<file path="src/rtl/serial_adder_ctrl.sv">
// Bit-serial adder controller: one operand bit per clock, LSB first, through
// two half_adder cells and a carry flop; registered sum/carry-out with start/done handshake.

module half_adder (
  input  logic a_i,
  input  logic b_i,
  output logic sum_c,
  output logic carry_c
);
  assign sum_c   = a_i ^ b_i;
  assign carry_c = a_i & b_i;
endmodule

module serial_adder_ctrl #(
  parameter int unsigned WIDTH = 8
) (
  input  logic             clk,
  input  logic             rst_n,
  input  logic             start,
  input  logic [WIDTH-1:0] a,
  input  logic [WIDTH-1:0] b,
  input  logic             cin,
  output logic             busy,
  output logic             done,
  output logic [WIDTH-1:0] s,
  output logic             co
);

  localparam int unsigned      CNT_W    = (WIDTH > 1) ? $clog2(WIDTH) : 1;
  localparam logic [CNT_W-1:0] LAST_BIT = CNT_W'(WIDTH - 1);

  typedef enum logic [1:0] {
    IDLE = 2'd0,
    RUN  = 2'd1,
    DONE = 2'd2
  } state_e;

  state_e             state_q, state_d;
  logic [WIDTH-1:0]   a_sh_q, a_sh_d;
  logic [WIDTH-1:0]   b_sh_q, b_sh_d;
  logic [WIDTH-1:0]   psum_q, psum_d;
  logic [WIDTH-1:0]   s_q, s_d;
  logic [CNT_W-1:0]   cnt_q, cnt_d;
  logic               carry_q, carry_d;
  logic               co_q, co_d;
  logic               busy_q, busy_d;
  logic               done_q, done_d;

  logic               s1_c, c1_c, sum_bit_c, c2_c;

  // Full-adder slice built from two half adders on the current operand LSBs.
  half_adder u_ha0 (.a_i(a_sh_q[0]), .b_i(b_sh_q[0]), .sum_c(s1_c),      .carry_c(c1_c));
  half_adder u_ha1 (.a_i(s1_c),      .b_i(carry_q),   .sum_c(sum_bit_c), .carry_c(c2_c));

  always_ff @(posedge clk or negedge rst_n) begin
    if (!rst_n) begin
      state_q <= IDLE;
      a_sh_q  <= '0;
      b_sh_q  <= '0;
      psum_q  <= '0;
      s_q     <= '0;
      cnt_q   <= '0;
      carry_q <= 1'b0;
      co_q    <= 1'b0;
      busy_q  <= 1'b0;
      done_q  <= 1'b0;
    end else begin
      state_q <= state_d;
      a_sh_q  <= a_sh_d;
      b_sh_q  <= b_sh_d;
      psum_q  <= psum_d;
      s_q     <= s_d;
      cnt_q   <= cnt_d;
      carry_q <= carry_d;
      co_q    <= co_d;
      busy_q  <= busy_d;
      done_q  <= done_d;
    end
  end

  always_comb begin
    state_d = state_q;
    a_sh_d  = a_sh_q;
    b_sh_d  = b_sh_q;
    psum_d  = psum_q;
    s_d     = s_q;
    cnt_d   = cnt_q;
    carry_d = carry_q;
    co_d    = co_q;
    busy_d  = 1'b0;
    done_d  = 1'b0;

    case (state_q)
      IDLE, DONE: begin
        if (start) begin
          a_sh_d  = a;
          b_sh_d  = b;
          carry_d = cin;
          psum_d  = '0;
          cnt_d   = '0;
          busy_d  = 1'b1;
          state_d = RUN;
        end else begin
          state_d = IDLE;
        end
      end
      RUN: begin
        a_sh_d              = a_sh_q >> 1;
        b_sh_d              = b_sh_q >> 1;
        carry_d             = c1_c | c2_c;
        psum_d              = psum_q >> 1;
        psum_d[WIDTH-1]     = sum_bit_c;
        cnt_d               = cnt_q + CNT_W'(1);
        // Result is published on the same edge that retires the last bit.
        if (cnt_q == LAST_BIT) begin
          s_d     = psum_d;
          co_d    = carry_d;
          done_d  = 1'b1;
          state_d = DONE;
        end else begin
          busy_d  = 1'b1;
        end
      end
      default: state_d = IDLE;
    endcase
  end

  assign busy = busy_q;
  assign done = done_q;
  assign s    = s_q;
  assign co   = co_q;

endmodule
</file>
<file path="config.mk">
export PLATFORM = sky130hd
export DESIGN_NAME = serial_adder_ctrl
export DESIGN_NICKNAME = d
export VERILOG_FILES = /design/src/rtl/serial_adder_ctrl.sv
export SDC_FILE = /design/constraint.sdc
export NUM_CORES = 1
export LEC_CHECK = 0
export CORE_MARGIN = 8
export CORE_UTILIZATION = 55
export DETAILED_ROUTE_END_ITERATION = 8
export HOLD_SLACK_MARGIN = 0.15
export PLACE_DENSITY = 0.81
export SYNTH_ARGS = -nofsm -noshare
export SYNTH_HDL_FRONTEND = slang
export SYNTH_SLANG_ARGS = --single-unit
</file>
<file path="constraint.sdc">
create_clock -name clk -period 3.1 [get_ports clk]
set_input_delay 0.62 -clock clk [delete_from_list [all_inputs] [get_ports clk]]
set_output_delay 0.62 -clock clk [all_outputs]
set_load 0.005 [all_outputs]
</file>
==> results of run 1 <==
## worst reg2reg max path, cell delays in order (launching register included)
cell     delay, ps
dfrtp_1        670
buf_4          380
mux2_2         370
a22o_1         230
## through the flow
step / power [mW] / util (%)
after detailed placement: 1.66 / 66.6
after global placement: 1.61 / 66.6
after floorplan: 1.42 / -
final: 1.90 / 68.4
after CTS: 1.93 / 68.4
after global routing: 2.04 / 68.4
## Yosys cell counts (all sizes together)
master / number / area, sq um
nand3b: 1 / 7.51
dfrtp: 40 / 1000
inv: 2 / 7.51
a22o: 10 / 87.6
xnor2: 1 / 8.76
nor2: 2 / 10.0
ha: 2 / 25.0
buf: 10 / 91.3
o21ai: 2 / 10.0
nand3: 2 / 10.0
mux2: 20 / 225
mux2i: 47 / 470
fa: 1 / 20.0
## kinds of logic (layout without fill, tap and decap cells)
| family | count (synthesis) | in the layout | synth area share, % |
|---|---|---|---|
| AO/OA/AOI/OAI | 12 | 12 | 4.94 |
| XOR/XNOR | 1 | 1 | 0.444 |
| adder cells (fa/ha/maj) | 3 | 3 | 2.28 |
| buffers and inverters | 12 | 43 | 5.01 |
| flip-flops | 40 | 40 | 50.7 |
| multiplexers | 67 | 67 | 35.2 |
| AND/OR/NAND/NOR | 5 | 5 | 1.39 |
## worst max path at each step
stage,startpoint,to,slack (ps),depth (start not counted)
2_1_floorplan,cnt_q[0]$_DFFE_PN0P_,co$_DFFE_PN0P_,1620,5
3_3_place_gp,start,a_sh_q[3]$_DFFE_PN0P_,930,4
3_5_place_dp,start,a_sh_q[4]$_DFFE_PN0P_,870,4
4_1_cts,start,a_sh_q[4]$_DFFE_PN0P_,1230,4
5_1_grt,start,a_sh_q[4]$_DFFE_PN0P_,1150,4
6_report,start,a_sh_q[4]$_DFFE_PN0P_,1240,4
## area by class of cell
cell class	instances	area [sq um]
fillers	265	1070
flip-flops and latches	40	1000
multi-input cells	88	875
repair buffers	33	318
clock buffers	8	58.8
well taps	46	57.6
inverters	2	7.51
## power by group through the flow
stage / Sequential [mW] / Clock (mW) / Combinational (mW)
after CTS: 0.905 / 0.278 / 0.745
after global placement: 0.899 / 0 / 0.709
final: 0.903 / 0.270 / 0.727
after global routing: 0.935 / 0.301 / 0.808
after detailed placement: 0.916 / 0 / 0.743
after floorplan: 0.853 / 0 / 0.570
## routing by layer
layer / wire length [um] / up-vias / GRT usage (%)
li1: - / 570 / -
met1: 1470 / 594 / 14.0
met2: 1730 / 27 / 20.7
met3: 179 / 5 / 4.95
met4: 38 / 0 / 4.12
met5: 0 / - / 0
## registers in the layout (all words and copies together), names as in the netlist
register and flops:
a_sh_q 8, b_sh_q 8, busy 1, carry_q 1, cnt_q 3, co 1
done 1, psum_q 7, s 8, state_q 2
==> metrics, run 1 <==
status finished clean; first-pass GRT wire length 6.04 mm; initial antenna violation count 0; syn_nets 163; Crit Path Category in2reg; most frequent cells in the layout mux2i_1, dfrtp_1, clkdlybuf4s50_1; sequential area share after synthesis 50.7%; Avg Inst Size Synth 14.1 sq um; Reg power frac 47.5%; R2R Setup Slk 1360 ps; Syn Inst Count 140; Chip Width 75.9 um; Post-CTS Setup Inserts 0; period utilization 59.8%; Pwr Density 820 mW/mm^2; hpwl dp 2.50 mm; Iteration-0 DRC Markers 100; Layout Nets 193; Critical Path Slowest Stage Cell clkdlybuf4s50_1; CP required 3320 ps; WP data arrival 2080 ps; Rel. slew slack 43.3%; Initial Utilization 58.3%; Congestion Overflow GR 0; Ports 31; DRC Markers 0; Gate power share 38.3%; Clock transition at path regs 110 ps; most repeated library cell on the critical path mux2i_1; root buffer selected by CTS clkbuf_4; Sw Pwr 0.596 mW; Setup crit end kind flip-flop; final hold violations 0; largest net degree at the start of global routing 41; Synth warnings 0; final setup margin 1240 ps; Worst-Margin Slew 851 ps; drt total wl 3.42 mm; fmax 0.539 GHz; RSZ-0062 raised after global routing no; Die H 75.9 um; CP delay by family, top buffers and inverters; Layout Cells excl Fill 217; layout cells sized above 1 18.1%; area delta synth->final 17.4%; placed cell area 0.00226 sq mm; Yosys reg bits 40; clock sink count 40; Mapped Area 0.00197 sq mm; LEAKAGE 1.11 nW; DR pass1 iterations 3; clk_lat worst skew 340 ps; Final Hold Slack 379 ps; H-tree depth 2; Placer Congestion 0.714; GRT Overall Usage 12.4%; Worst Setup Start Kind input pin; vias in the first global route 1351; design area 0.00232 sq mm; Port-buffer cells 30; Worst Hold Class in2async; Detail Route Antenna Nets 0; vias 1196; routed length per instance 15.8 um; internal power 1.30 mW; CTS resizes 0; DR vias/cell 5.51; R2R depth 3; switch share 31.4%; placed insts 209; Tmin final 1860 ps; Yosys cell types 17; pre-CTS WS 870 ps; reg-to-reg startpoint state_q[1]$_DFFE_PN0P_; Largest stage delay, worst path 810 ps; final setup vio count 0; die area 0.00576 sq mm; CTS tree done; commonest non-fill, non-tap cell in the layout mux2i_1; maxcap violations 0; Core Region 0.00339 sq mm; Clock Power Share 14.2%; Fin Clk Skew 6.19 ps; CTS Hold Buffers Added 0; Cell Chain, Critical Path clkdlybuf4s50_1, buf_4, mux2i_1, mux2i_1; FP Rows 21; R2R Path End cnt_q[2]$_DFFE_PN0P_; CTS buffer count 5; Fin Setup TNS 0 ps; critical-path maximum fanout 11; Max VDD drop 0.382 mV; Bufs on Longest Clock Path 2; crit path buf inv count 2; Slew Viols, Final 0; Antenna Cells 0
Power figures use the tool's default switching activity.
==> run 2: changes to the inputs <==
--- a/config.mk
+++ b/config.mk
@@ -6,10 +6,10 @@
 export NUM_CORES = 1
 export LEC_CHECK = 0
 export CORE_MARGIN = 8
-export CORE_UTILIZATION = 55
+export CORE_UTILIZATION = 53
 export DETAILED_ROUTE_END_ITERATION = 8
 export HOLD_SLACK_MARGIN = 0.15
-export PLACE_DENSITY = 0.81
+export PLACE_DENSITY = 0.79
 export SYNTH_ARGS = -nofsm -noshare
 export SYNTH_HDL_FRONTEND = slang
 export SYNTH_SLANG_ARGS = --single-unit
==> constraint.sdc (replaced) <==
create_clock -name clk -period 1.8 [get_ports clk]
set_input_delay 0.36 -clock clk [delete_from_list [all_inputs] [get_ports clk]]
set_output_delay 0.36 -clock clk [all_outputs]
set_load 0.005 [all_outputs]
==> run 2 against run 1 <==
  * Register-to-register slack got worse by 1100 ps
  * Die area increased by 3.0%
  * Sequential cell count is the same
  * First-iteration DRC count shrank 41%
  * Non-clock buffer count up 8
  * Final cell count increased by 4.6%
  * Global-route usage up 1.5 points
  * Clock power up 120%
  * Utilization shrank 1.9 points
  * Cell area grew 4.3%
  * Critical endpoint is now s[7]$_DFFE_PN0P_
==> metrics, run 2 (synthesis results as in run 1) <==
root buffer selected by CTS clkbuf_8 (was clkbuf_4); fmax 0.634 GHz; CP required 1970 ps (was 3320 ps); Die H 77.0 um (was 75.9 um); Detail Route Antenna Nets 0 (unchanged); Ports 31 (unchanged); Worst Hold Class reg2reg (was in2async); critical path depth 5 (was 4); area delta synth->final 22.4% (was 17.4%); Post-CTS Setup Inserts 0 (unchanged); Crit Path Category reg2reg (was in2reg); Cell Chain, Critical Path ha_1, ha_1, nand3b_1, buf_4, mux2_2 (was clkdlybuf4s50_1, buf_4, mux2i_1, mux2i_1); maxcap violations 0 (unchanged); Iteration-0 DRC Markers 59 (was 100); Initial Utilization 54.3% (was 58.3%); crit path capture s[7]$_DFFE_PN0P_ (was a_sh_q[4]$_DFFE_PN0P_); RSZ-0062 raised after global routing no (unchanged); clock sink count 40 (unchanged); CTS buffer count 5 (unchanged); Layout Nets 201 (was 193); Fin Clk Skew 6.98 ps (was 6.19 ps); Max VDD drop 0.655 mV (was 0.382 mV); commonest non-fill, non-tap cell in the layout mux2i_1 (unchanged); Rel. slew slack 56.4% (was 43.3%); Setup crit end kind flip-flop (unchanged); Pwr Density 1440 mW/mm^2 (was 820 mW/mm^2); vias 1220 (was 1196); FP Rows 22 (was 21); largest net degree at the start of global routing 30 (was 41); DRC Markers 0 (unchanged); Tmin final 1580 ps; final setup vio count 0 (unchanged); CTS tree done (unchanged); crit path buf inv count 1 (was 2); CP delay by family, top flip-flops (was buffers and inverters); crit path from cnt_q[0]$_DFFE_PN0P_ (was start); Chip Width 77.0 um (was 75.9 um); initial antenna violation count 0 (unchanged); final setup margin 222 ps (was 1240 ps); Clock transition at path regs 70 ps (was 110 ps); die area 0.00593 sq mm (was 0.00576 sq mm); Fin Setup TNS 0 ps (unchanged); R2R Path End s[7]$_DFFE_PN0P_ (was cnt_q[2]$_DFFE_PN0P_); R2R Setup Slk 220 ps (was 1360 ps); Worst-Margin Slew 655 ps (was 851 ps); Core Region 0.00363 sq mm (was 0.00339 sq mm); DR vias/cell 5.37 (was 5.51); most frequent cells in the layout mux2i_1, dfrtp_1, clkdlybuf4s50_1 (unchanged); Critical Path Slowest Stage Cell dfrtp_1 (was clkdlybuf4s50_1); Worst Setup Start Kind flip-flop (was input pin); H-tree depth 2 (unchanged); first-pass GRT wire length 6.76 mm (was 6.04 mm); Antenna Cells 0 (unchanged); R2R depth 5 (was 3); Bufs on Longest Clock Path 2 (unchanged); Placer Congestion 0.750 (was 0.714); Slew Viols, Final 0 (unchanged); pre-CTS WS 201 ps (was 870 ps); GRT Overall Usage 13.9% (was 12.4%); critical-path maximum fanout 7 (was 11); period utilization 87.6%; DR pass1 iterations 4 (was 3); final hold violations 0 (unchanged); Largest stage delay, worst path 420 ps (was 810 ps); most repeated library cell on the critical path ha_1 (was mux2i_1); Congestion Overflow GR 0 (unchanged); WP data arrival 1750 ps (was 2080 ps); clk_lat worst skew 290 ps (was 340 ps); vias in the first global route 1428 (was 1351); LEAKAGE 1.17 nW (was 1.11 nW); status finished clean (unchanged); reg-to-reg startpoint cnt_q[0]$_DFFE_PN0P_ (was state_q[1]$_DFFE_PN0P_); drt total wl 3.70 mm (was 3.42 mm); hpwl dp 2.73 mm (was 2.50 mm); routed length per instance 16.3 um (was 15.8 um); Port-buffer cells 30 (unchanged); layout cells sized above 1 22.3% (was 18.1%)
run 2: cell count changes in the layout (fill, tap and decap cells not counted):
cell,previous run,this run
clkinv_2,0,2
clkbuf_8,1,6
clkbuf_1,2,0
dlygate4sd3_1,0,1
clkbuf_4,5,0
buf_4,3,10
run 2: repair_timing:
| action | 4_1_cts | 5_1_grt |
|---|---|---|
| gates resized for setup | 0 | 0 |
| hold endpoints to repair | 27 | 0 |
| hold buffers | 1 | 0 |
| setup endpoints to repair | 0 | 0 |
run 2: report_power, final:
group / internal (mW) / switching (mW)
Clock: 0.306 / 0.302
Combinational: 0.835 / 0.483
Sequential: 1.25 / 0.306
Total: 2.40 / 1.09
run 2: cell type report:
type                    instances  area, sq um
clock buffers                   6         82.6
well taps                      48         60.1
inverters                       2         7.51
flip-flops and latches         40         1000
fillers                       306         1220
clock inverters                 2         10.0
multi-input cells              88          875
repair buffers                 41          380
run 2: how the worst min path moves through the flow:
| stage | slack, ps | to | start | cells after the start |
|---|---|---|---|---|
| floorplan | 60 | a_sh_q[0]$_DFFE_PN0P_ | rst_n | 0 |
| global placement | 410 | done$_DFF_PN0_ | rst_n | 1 |
| detailed placement | 420 | done$_DFF_PN0_ | rst_n | 1 |
| CTS | 510 | s[5]$_DFFE_PN0P_ | s[5]$_DFFE_PN0P_ | 1 |
| global route | 520 | s[4]$_DFFE_PN0P_ | s[4]$_DFFE_PN0P_ | 1 |
| finish | 510 | s[0]$_DFFE_PN0P_ | s[0]$_DFFE_PN0P_ | 1 |
run 2: per-layer routing:
layer	global-route usage [%]	up-vias	share of wire, %
met2	22.9	28	50
met1	16.1	600	43
met5	0	-	0
met4	4.91	0	1.6
met3	5.36	6	4.9
li1	-	586	-
run 2: metrics by stage:
step / hold slack (ps) / power [mW] / std cells / utilization (%) / area [sq um]
5_1_grt: 517 / 3.77 / 227 / 66.5 / 2420
3_3_place_gp: 407 / 2.81 / 218 / 63.7 / 2310
6_report: 505 / 3.49 / 227 / 66.5 / 2420
2_1_floorplan: 64.4 / 2.45 / 140 / - / 1970
3_5_place_dp: 420 / 2.92 / 218 / 63.7 / 2310
4_1_cts: 508 / 3.54 / 227 / 66.5 / 2420
==> run 3: changes to the inputs <==
--- a/config.mk
+++ b/config.mk
@@ -10,6 +10,7 @@
 export DETAILED_ROUTE_END_ITERATION = 8
 export HOLD_SLACK_MARGIN = 0.15
 export PLACE_DENSITY = 0.79
+export REMOVE_ABC_BUFFERS = 1
 export SYNTH_ARGS = -nofsm -noshare
 export SYNTH_HDL_FRONTEND = slang
 export SYNTH_SLANG_ARGS = --single-unit
==> run 3 against run 2 <==
  * Clock skew down 2.9 ps
  * Count of clock-buffer cells in the layout unchanged
  * Global-route usage down 1.2 points
  * Highest routed layer unchanged
==> metrics, run 3 (synthesis results as in run 1) <==
vias in the first global route 1399 (was 1428); area delta synth->final 23.3% (was 22.4%); Chip Width 77.0 um (unchanged); CTS tree done (unchanged); Bufs on Longest Clock Path 2 (unchanged); Ports 31 (unchanged); H-tree depth 2 (unchanged); CTS buffer count 5 (unchanged); hpwl dp 2.61 mm (was 2.73 mm); most repeated library cell on the critical path ha_1 (unchanged); Rel. slew slack 72.2% (was 56.4%); period utilization 89.2% (was 87.6%); DR vias/cell 5.42 (was 5.37); status finished clean (unchanged); Worst-Margin Slew 417 ps (was 655 ps); Slew Viols, Final 0 (unchanged); Initial Utilization 54.3% (unchanged); drt total wl 3.48 mm (was 3.70 mm); critical-path maximum fanout 9 (was 7); CTS Hold Buffers Added 1 (unchanged); Die H 77.0 um (unchanged); clock sink count 40 (unchanged); pre-CTS WS 165 ps (was 201 ps); placed cell area 0.00233 sq mm (was 0.00231 sq mm); Iteration-0 DRC Markers 46 (was 59); final setup margin 194 ps (was 222 ps); Cell Chain, Critical Path ha_1, ha_1, nand3b_1, buf_12, mux2_2 (was ha_1, ha_1, nand3b_1, buf_4, mux2_2); GRT Overall Usage 12.8% (was 13.9%); DRC Markers 0 (unchanged); Filler Cell Count 292 (was 306); Detail Route Antenna Nets 0 (unchanged); commonest non-fill, non-tap cell in the layout mux2i_1 (unchanged); Worst Hold Class reg2reg (unchanged); design area 0.00243 sq mm (was 0.00242 sq mm); largest net degree at the start of global routing 41 (was 30); Layout Nets 200 (was 201); FP Rows 22 (unchanged); Tmin final 1610 ps (was 1580 ps); fmax 0.623 GHz (was 0.634 GHz); Worst Setup Start Kind flip-flop (unchanged); Final Hold Slack 506 ps (was 505 ps); Clock transition at path regs 70 ps (about the same); Port-buffer cells 30 (unchanged); Setup crit end kind flip-flop (unchanged); vias 1226 (was 1220); RSZ-0062 raised after global routing no (unchanged); final hold violations 0 (unchanged); Largest stage delay, worst path 410 ps (was 420 ps); CP required 1980 ps (was 1970 ps); Post-CTS Setup Inserts 0 (unchanged); clk_lat worst skew 290 ps (about the same); final setup vio count 0 (unchanged); WP data arrival 1780 ps (was 1750 ps); Post-Route Utilization 67.0% (was 66.5%); Antenna Cells 0 (unchanged); initial antenna violation count 0 (unchanged); Congestion Overflow GR 0 (unchanged); Placer Congestion 0.693 (was 0.750); layout cells sized above 1 21.9% (was 22.3%); Pwr Density 1420 mW/mm^2 (was 1440 mW/mm^2); most frequent cells in the layout mux2i_1, dfrtp_1, clkdlybuf4s50_1 (unchanged); first-pass GRT wire length 6.26 mm (was 6.76 mm); LEAKAGE 1.18 nW (was 1.17 nW); Crit Path Category reg2reg (unchanged); DR pass1 iterations 3 (was 4); maxcap violations 0 (unchanged); CTS resizes 0 (unchanged); Critical Path Slowest Stage Cell dfrtp_1 (unchanged); Max VDD drop 0.746 mV (was 0.655 mV); Core Region 0.00363 sq mm (unchanged); routed length per instance 15.4 um (was 16.3 um); Fin Clk Skew 4.04 ps (was 6.98 ps); root buffer selected by CTS clkbuf_8 (unchanged); die area 0.00593 sq mm (unchanged)
run 3: changes by cell type in the layout (fill, tap and decap cells not counted), sizes merged:
cell  delta
buf      -1
run 3: cell type report:
class | count | area (sq um) | area share [%]
sequential | 40 | 1000 | 41.1
multi-input combinational | 88 | 875 | 35.9
timing repair buffer | 40 | 398 | 16.3
clock buffer | 6 | 82.6 | 3.39
tap | 48 | 60.1 | 2.47
clock inverter | 2 | 10.0 | 0.411
inverter | 2 | 7.51 | 0.308
run 3: worst paths after layout:
check,start,end,slack (ps),cells past startpoint
max,cnt_q[0]$_DFFE_PN0P_,s[6]$_DFFE_PN0P_,190,5
max reg2reg,cnt_q[0]$_DFFE_PN0P_,s[6]$_DFFE_PN0P_,190,5
min reg2reg,s[2]$_DFFE_PN0P_,s[2]$_DFFE_PN0P_,510,1
max in group asynchronous,rst_n,busy$_DFF_PN0_,1020,3
min,s[2]$_DFFE_PN0P_,s[2]$_DFFE_PN0P_,510,1
min in group asynchronous,rst_n,s[0]$_DFFE_PN0P_,570,3
run 3: metrics by stage:
step                      cells  TNS (ps)  power, mW
after floorplan             130     -2020       2.36
after global placement      217         0       2.82
after detailed placement    217         0       2.93
after CTS                   226         0       3.53
after global routing        226         0       3.74
final                       226         0       3.46
run 3: critical path, delay by kind of cell, from the launching register on:
kind	cells	cell delay (ps)
flip-flops	1	410
buffers and inverters	1	160
AND/OR/NAND/NOR	1	190
adder cells (fa/ha/maj)	2	400
multiplexers	1	330
run 3: layer usage:
| metal | global-route usage, % | part of all wire, % |
|---|---|---|
| met1 | 13.3 | 41 |
| met2 | 22.7 | 52 |
| met3 | 4.20 | 5.3 |
| met4 | 5.85 | 1.8 |
| met5 | 0 | 0 |
run 3: report_power, final:
part           internal, mW  switching [mW]
Sequential             1.26           0.272
Clock                 0.305           0.293
Combinational         0.847           0.492
Total                  2.41            1.06
